--- config.mk ---
export PLATFORM = sky130hd
export DESIGN_NAME = inst_fetch_flat
export DESIGN_NICKNAME = d
export VERILOG_FILES = /design/src/rtl/fetch_pkg.sv /design/src/rtl/inst_fetch_if.sv /design/src/rtl/prog_ctr.sv /design/src/rtl/inst_fetch.sv /design/src/flat_wrapper.sv
export SDC_FILE = /design/constraint.sdc
export NUM_CORES = 1
export LEC_CHECK = 0
export ABC_AREA = 1
export CORE_MARGIN = 2
export CORE_UTILIZATION = 50
export CTS_CLUSTER_DIAMETER = 30
export DETAILED_ROUTE_END_ITERATION = 7
export GPL_ROUTABILITY_DRIVEN = 0
export PLACE_DENSITY_LB_ADDON = 0.2
export SETUP_SLACK_MARGIN = 0.15
export SLEW_MARGIN = 5
export SYNTH_ARGS = -nofsm -noshare
export SYNTH_HDL_FRONTEND = slang
export SYNTH_HIERARCHICAL = 1
export SYNTH_SLANG_ARGS = --single-unit
--- constraint.sdc ---
create_clock -name Clk -period 5.5 [get_ports Clk]
set_input_delay 1.65 -clock Clk [delete_from_list [all_inputs] [get_ports Clk]]
set_output_delay 1.65 -clock Clk [all_outputs]
set_load 0.05 [all_outputs]
--- src/rtl/fetch_pkg.sv ---
// Shared fetch definitions: sequencer states, default widths and the halt word.
// Pure declarations, no latency or flow control of its own.
package fetch_pkg;

    localparam int DEF_PCW = 10;
    localparam int DEF_IW  = 9;
    localparam int DEF_OPW = 3;

    localparam logic [DEF_IW-1:0] DEF_HALT_INSTR = 9'h1FF;

    typedef enum logic [1:0] {
        IDLE = 2'd0,
        RUN  = 2'd1,
        HALT = 2'd2
    } fetch_state_e;

    function automatic logic [15:0] sat_inc16(input logic [15:0] v);
        return (v == 16'hFFFF) ? v : v + 16'd1;
    endfunction

endpackage

--- src/rtl/inst_fetch_if.sv ---
// Fetch <-> ROM/decoder bundle; the slave side is the fetch sequencer.
// No storage; ROM data is expected one cycle after RomAddr is sampled.
interface inst_fetch_if #(
    parameter int PCW = fetch_pkg::DEF_PCW,
    parameter int IW  = fetch_pkg::DEF_IW,
    parameter int OPW = fetch_pkg::DEF_OPW
) ();

    logic            Start;
    logic [IW-1:0]   RomData;
    logic            Branch;
    logic            BrTaken;
    logic [PCW-1:0]  BrTarget;
    logic [PCW-1:0]  RomAddr;
    logic [IW-1:0]   Instr;
    logic [OPW-1:0]  ALUOp;
    logic            InstrValid;
    logic            Done;
    logic [15:0]     InstrCount;

    modport master (
        output Start, RomData, Branch, BrTaken, BrTarget,
        input  RomAddr, Instr, ALUOp, InstrValid, Done, InstrCount
    );

    modport slave (
        input  Start, RomData, Branch, BrTaken, BrTarget,
        output RomAddr, Instr, ALUOp, InstrValid, Done, InstrCount
    );

endinterface

--- src/rtl/prog_ctr.sv ---
// Program counter register with load, wrapping increment and hold.
// One-cycle update; load wins over increment, neither means hold.
module prog_ctr #(
    parameter int             PCW     = 10,
    parameter logic [PCW-1:0] RST_VAL = '0
) (
    input  logic           clk,
    input  logic           rst_n,
    input  logic           i_load,
    input  logic           i_inc,
    input  logic [PCW-1:0] i_load_val,
    output logic [PCW-1:0] o_pc
);

    logic [PCW-1:0] r_pc;

    always_ff @(posedge clk or negedge rst_n) begin
        if (!rst_n) begin
            r_pc <= RST_VAL;
        end else if (i_load) begin
            r_pc <= i_load_val;
        end else if (i_inc) begin
            r_pc <= r_pc + PCW'(1);
        end
    end

    assign o_pc = r_pc;

endmodule

--- src/rtl/inst_fetch.sv ---
// Instruction fetch sequencer: PC, ROM addressing, squash of stale words, halt/run control.
// One instruction per cycle, one-cycle ROM latency; taken branch costs one bubble.
module inst_fetch
    import fetch_pkg::*;
#(
    parameter int             PCW        = DEF_PCW,
    parameter int             IW         = DEF_IW,
    parameter int             OPW        = DEF_OPW,
    parameter logic [PCW-1:0] START_ADDR = '0,
    parameter logic [IW-1:0]  HALT_INSTR = DEF_HALT_INSTR
) (
    input  logic         Clk,
    input  logic         Reset_n,
    inst_fetch_if.slave  bus
);

    fetch_state_e   r_state;
    fetch_state_e   w_state_nxt;
    logic           r_squash;
    logic           w_squash_nxt;
    logic [15:0]    r_cnt;
    logic [15:0]    w_cnt_nxt;

    logic           w_valid;
    logic           w_halt;
    logic           w_redirect;
    logic           w_pc_load;
    logic           w_pc_inc;
    logic [PCW-1:0] w_pc_val;
    logic [PCW-1:0] w_pc;

    // Squash marks RomData as belonging to an address we no longer want.
    assign w_valid    = (r_state == RUN) && !r_squash;
    assign w_halt     = w_valid && (bus.RomData == HALT_INSTR);
    assign w_redirect = w_valid && bus.Branch && bus.BrTaken && !w_halt;

    always_ff @(posedge Clk or negedge Reset_n) begin
        if (!Reset_n) begin
            r_state  <= IDLE;
            r_squash <= 1'b0;
            r_cnt    <= '0;
        end else begin
            r_state  <= w_state_nxt;
            r_squash <= w_squash_nxt;
            r_cnt    <= w_cnt_nxt;
        end
    end

    always_comb begin
        w_state_nxt  = r_state;
        w_squash_nxt = r_squash;
        w_cnt_nxt    = r_cnt;
        w_pc_load    = 1'b0;
        w_pc_inc     = 1'b0;
        w_pc_val     = START_ADDR;
        case (r_state)
            IDLE, HALT: begin
                if (bus.Start) begin
                    w_state_nxt  = RUN;
                    w_squash_nxt = 1'b1;
                    w_cnt_nxt    = '0;
                    w_pc_load    = 1'b1;
                end
            end
            RUN: begin
                if (w_valid) begin
                    w_cnt_nxt = sat_inc16(r_cnt);
                end
                if (w_halt) begin
                    w_state_nxt = HALT;
                end else if (w_redirect) begin
                    w_pc_load    = 1'b1;
                    w_pc_val     = bus.BrTarget;
                    w_squash_nxt = 1'b1;
                end else begin
                    w_pc_inc     = 1'b1;
                    w_squash_nxt = 1'b0;
                end
            end
            default: begin
                w_state_nxt = IDLE;
            end
        endcase
    end

    prog_ctr #(
        .PCW     (PCW),
        .RST_VAL (START_ADDR)
    ) u_prog_ctr (
        .clk        (Clk),
        .rst_n      (Reset_n),
        .i_load     (w_pc_load),
        .i_inc      (w_pc_inc),
        .i_load_val (w_pc_val),
        .o_pc       (w_pc)
    );

    assign bus.RomAddr    = w_pc;
    assign bus.Instr      = bus.RomData;
    assign bus.ALUOp      = bus.RomData[IW-1 -: OPW];
    assign bus.InstrValid = w_valid;
    assign bus.Done       = (r_state == HALT);
    assign bus.InstrCount = r_cnt;

endmodule

--- src/flat_wrapper.sv ---
// flat-port wrapper written by rule: the top's interface ports become plain ports
module inst_fetch_flat import fetch_pkg::*;
#(
    parameter int             PCW        = DEF_PCW,
    parameter int             IW         = DEF_IW,
    parameter int             OPW        = DEF_OPW,
    parameter logic [PCW-1:0] START_ADDR = '0,
    parameter logic [IW-1:0]  HALT_INSTR = DEF_HALT_INSTR
)
  (Clk, Reset_n, bus_Start, bus_RomData, bus_Branch, bus_BrTaken, bus_BrTarget, bus_RomAddr, bus_Instr, bus_ALUOp, bus_InstrValid, bus_Done, bus_InstrCount);
  inst_fetch_if #(.PCW(PCW), .IW(IW), .OPW(OPW)) bus_i ();
  input  logic Clk;
  input  logic Reset_n;
  input wire logic [$bits(bus_i.Start)-1:0] bus_Start;
  input wire logic [$bits(bus_i.RomData)-1:0] bus_RomData;
  input wire logic [$bits(bus_i.Branch)-1:0] bus_Branch;
  input wire logic [$bits(bus_i.BrTaken)-1:0] bus_BrTaken;
  input wire logic [$bits(bus_i.BrTarget)-1:0] bus_BrTarget;
  output wire logic [$bits(bus_i.RomAddr)-1:0] bus_RomAddr;
  output wire logic [$bits(bus_i.Instr)-1:0] bus_Instr;
  output wire logic [$bits(bus_i.ALUOp)-1:0] bus_ALUOp;
  output wire logic [$bits(bus_i.InstrValid)-1:0] bus_InstrValid;
  output wire logic [$bits(bus_i.Done)-1:0] bus_Done;
  output wire logic [$bits(bus_i.InstrCount)-1:0] bus_InstrCount;
  assign bus_i.Start = bus_Start;
  assign bus_i.RomData = bus_RomData;
  assign bus_i.Branch = bus_Branch;
  assign bus_i.BrTaken = bus_BrTaken;
  assign bus_i.BrTarget = bus_BrTarget;
  assign bus_RomAddr = bus_i.RomAddr;
  assign bus_Instr = bus_i.Instr;
  assign bus_ALUOp = bus_i.ALUOp;
  assign bus_InstrValid = bus_i.InstrValid;
  assign bus_Done = bus_i.Done;
  assign bus_InstrCount = bus_i.InstrCount;
  inst_fetch #(.PCW(PCW), .IW(IW), .OPW(OPW), .START_ADDR(START_ADDR), .HALT_INSTR(HALT_INSTR)) u_core (.Clk(Clk), .Reset_n(Reset_n), .bus(bus_i));
endmodule
## Word level (Yosys, flattened, before mapping)

Cells that the tools add are included.

| storage, ports and cells | value |
|---|---|
| bits in registers | 29 |
| input bits | 24 |
| output and inout port bits | 40 |
| word-level logic and storage cells | 51 |

| operators by class | value |
|---|---|
| add/sub/neg operators | 2 |
| equality and inequality tests | 9 |
| mux-type cells | 22 |
| reductions and logical operators | 14 |

Operators with widths:

| kind | number |
|---|---|
| 2-to-1 mux 10 bit | 5 |
| 2-to-1 mux 16 bit | 3 |
| one-hot mux 16 bit (2 select lines) | 1 |
| adder 16 x 1 -> 16 bit, second input constant | 1 |
| == test 16 bit, second input constant | 1 |
| adder 10 x 1 -> 10 bit, second input constant | 1 |
| == test 9 bit, second input constant | 1 |
| 2-to-1 mux 1 bit | 8 |
| inequality test 2 bit, second input constant | 3 |
| logical AND 1 bit | 5 |
| 2-to-1 mux 2 bit | 2 |
| inequality test 2 x 1 -> 1 bit, second input constant | 2 |
| one-hot mux 1 bit (2 select lines) | 2 |
| one-hot mux 2 bit (2 select lines) | 1 |
| AND reduction 4 bit | 1 |
| nonzero test 2 bit | 2 |
| AND reduction 3 bit | 1 |
| == test 2 x 1 -> 1 bit, second input constant | 1 |
| == test 2 bit, second input constant | 1 |
| logical NOT 1 bit | 2 |
| logical NOT 2 bit | 1 |
| AND reduction 2 bit | 1 |
| OR reduction 2 bit | 1 |

## Longest topological paths before layout

| depth | value |
|---|---|
| depth after elaboration | 10 |
| mapped depth | 13 |
| depth with buffers taken out | 12 |

## By module

The synthesis kept the hierarchy.

By module, submodules not included:

| module | instances | cells each | area each (um^2) |
|---|---|---|---|
| inst_fetch | 1 | 188 | 1410.1 |
| prog_ctr | 1 | 76 | 599.3 |

## Worst setup path before layout

Ideal clock, no wire load.

| timing | value |
|---|---|
| kind | input port to output port |
| from | input bus_RomData[6] |
| to | output bus_ALUOp[0] |
| arrival time | 1820 ps |
| data required time | 3850 ps |
| setup slack | 2030 ps |
| stages | 1 |
| cells stage by stage | buf_4 |

RTL lines:

| what | line | text |
|---|---|---|
| start, declared | flat_wrapper.sv:15 | `input wire logic [$bits(bus_i.RomData)-1:0] bus_RomData;` |
| end, declared | flat_wrapper.sv:21 | `output wire logic [$bits(bus_i.ALUOp)-1:0] bus_ALUOp;` |

No word-level cell between the ends.

## Worst setup path in the final report

| timing | value |
|---|---|
| from | input bus_RomData[7] |
| to | output bus_Instr[7] |

RTL lines:

| what | line | text |
|---|---|---|
| end, declared | flat_wrapper.sv:20 | `output wire logic [$bits(bus_i.Instr)-1:0] bus_Instr;` |

No word-level cell between the ends.

==> key figures <==
Run status
  – Status: completed

Power
  – PwrDens: 533 nW/um^2
  – Pleak: 1.20 nW
  – Total Power: 0.00142 W
  – Peak supply drop: 0.301 mV

Timing
  – Fin Setup TNS: 0 ps
  – Final hold vios: 0
  – Max Slew Vio Count: 0
  – Final Skew: 4.33 ps
  – Fmax: 0.216 GHz
  – Relative slew slack: 66.2%
  – Final worst path period share: 84.1%
  – Fin crit period: 4620 ps
  – Final setup viols: 0
  – RSZ-0062 raised after global routing: false
  – Setup slack after layout: slightly below 900 ps
  – Tightest Pin Transition: 506 ps

Worst setup path
  – Delay-heaviest family, CP: buffers and inverters
  – CP Launch Type: input pin
  – Critical Path Sink Type: output pin
  – Stages on worst setup path: 2
  – FF-to-FF Start: u_core/r_state[0]
  – Slowest cell on crit path: clkdlybuf4s50_1
  – WP buf/inv: 2
  – Slack of the worst reg-to-reg path: slightly above 3000 ps
  – Crit-path max cell delay: 820 ps
  – Worst reg2reg path depth: 12
  – Worst Path Max Fanout: 3
  – RR Endpoint: u_core/u_prog_ctr/o_pc[5]
  – Crit-path most repeated cell: clkdlybuf4s50_1
  – Worst-path cell chain: clkdlybuf4s50_1, clkdlybuf4s50_1
  – Critical Path AT: 2970 ps
  – Crit Path Category: in -> out
  – WP data required: around 3900 ps

Die
  – Die area: 4540 sq um
  – Die X: 67.4 um
  – Initial Util: 51.0%
  – Core area: 3940 sq um
  – IO Pins: 64
  – Rows: 23
  – Die Y: 67.4 um

Yosys
  – Yosys warns: 6
  – Post-synth top area share: 36.1%
  – Predominant post-synthesis flop cell: dfrtp_1
  – Mapped Cells: roughly 260
  – Async SR Flop Fraction: between 90% and 100%
  – Seq/Total Area, Yosys: 36.1%
  – Post-synth top area cell: dfrtp_1
  – Avg Cell Area, Syn: 7.61 sq um
  – Count of different cell masters after synthesis: 31
  – Syn Nets: a little under 300
  – #FFs+latches synth: 29
  – Number of flops mapped to enable cells by yosys: 0
  – Top cells by area, synth: dfrtp_1, nand2_1, nand3_1
  – Syn Std Cell Area: 2010 sq um

Clocking
  – CTS tree: yes
  – Clock transition at path regs: 60 ps
  – Clk_lat worst skew: 280 ps
  – CTS Sinks: 29
  – Resize count post-CTS: 0
  – Hold_buf cts: 0
  – Clk buf depth: 2
  – # Post-CTS Setup Buffers: 0
  – CTS Buf Count: 5
  – CTS root buffer: clkbuf_8
  – Htree depth: 2

Routing
  – Routed vias: 1891
  – Vias per cell: 5.14
  – Final ANT Viol Nets: 0
  – First-pass DRT Iterations: 4
  – DRC: 0
  – Drt wl/cell: roughly 12 um
  – Initial DRC Count: 169
  – Total wire length: between 4000 and 5000 um

Layout
  – Most common cell after layout, fill and taps aside: nand2_1
  – Finished Layout Cells: 368
  – Fraction of layout cells with a size suffix above 1: 11.9%
  – Fillcell total: 346
  – # diodes: 0
  – Most frequent cells in the layout: nand2_1, clkdlybuf4s50_1, dfrtp_1
  – Area growth syn-to-layout: 32.1%
  – Net count, final: 344
  – Final instance area: 2650 sq um

Global route
  – Gr usage total: ~22%
  – Initial antenna violation count: 0
  – First-pass GRT wire length: 7650 um
  – Vias in the first global route: around 1700
  – Pin count of the biggest net entering global routing: 30
  – GRT overflow: 0

Worst hold path
  – Hold Startpoint: u_core/u_prog_ctr/o_pc[0]
  – Worst Hold Depth: 1
  – Worst Hold Endpoint: u_core/u_prog_ctr/o_pc[0]
  – HP Class: reg -> reg

Place
  – HPWL after DPL: roughly 3200 um
  – PortBufs: 63
  – DP Area: 2570 sq um
  – Placed insts: 361
  – Pre-CTS setup slack: 869 ps

Run
  – Max Cap Viol: 0
[power breakdown]
part / internal (W) / switching, W / total, W / leakage (nW)
combinational: 0.000271 / 0.000541 / 0.000812 / 0.775
clock: 0.0000990 / 0.0000775 / 0.000177 / 0.0443
sequential: 0.000299 / 0.000128 / 0.000427 / 0.382
total: 0.000669 / 0.000747 / 0.00142 / 1.20
[synth_stat cells (2+ instances only)]
master   instances
a22oi_1          8
buf_2            2
buf_4           12
buf_6            2
dfrtp_1         29
ha_1             2
inv_1           26
inv_2            2
nand2_1         68
nand2_2          3
nand3_1         28
nand3_2          3
nor2_1          23
nor2_2          10
nor2_4           4
o21ai_0          6
o21ai_1          6
o21ai_2          5
xnor2_1          2
xor2_1          12
[routing by layer]
layer  share of wire (%)  track usage, %
met1                  47            29.6
met3                 5.3            5.67
met4                0.63            6.38
met2                  47            35.0
met5                   0               0
[flip-flops by register name (all words and copies together) (netlist names)]
signal,cells
u_core/bus.InstrCount,16
u_core/r_state,2
u_core/u_prog_ctr/o_pc,10
u_core/r_squash,1
[worst max path at each step]
stage,start,end,slack [ps]
2_1_floorplan,bus_RomData[6],bus_ALUOp[0],2030
3_3_place_gp,bus_RomData[7],bus_Instr[7],890
3_5_place_dp,bus_RomData[7],bus_Instr[7],870
4_1_cts,bus_RomData[7],bus_Instr[7],860
5_1_grt,bus_RomData[7],bus_ALUOp[1],830
6_report,bus_RomData[7],bus_Instr[7],880
[area by class of cell]
type | instances | area, sq um | area share, %
tap | 50 | 62.6 | 2.36
clock buffer | 7 | 86.3 | 3.25
inverter | 29 | 110 | 4.15
multi-input combinational | 189 | 1030 | 38.8
timing repair buffer | 64 | 638 | 24.0
sequential | 29 | 726 | 27.3
[cell families after synthesis]
family,synth area share (%)
AOI/OAI and AO/OA,8.78
and+or+nand+nor,35.2
xor gates and xnor gates,6.10
buffers and inverters,12.6
adders and majority gates,1.25
DFF,36.1
[stage by stage]
| stage | utilization (%) | hold WS (ps) |
|---|---|---|
| 3_5_place_dp | 65.1 | 559 |
| 5_1_grt | 67.3 | 598 |
| 3_3_place_gp | 65.1 | 556 |
| 2_1_floorplan | - | 563 |
| 4_1_cts | 67.3 | 575 |
| 6_report | 67.3 | 576 |
Note: power is estimated with default switching activity, not from simulation.
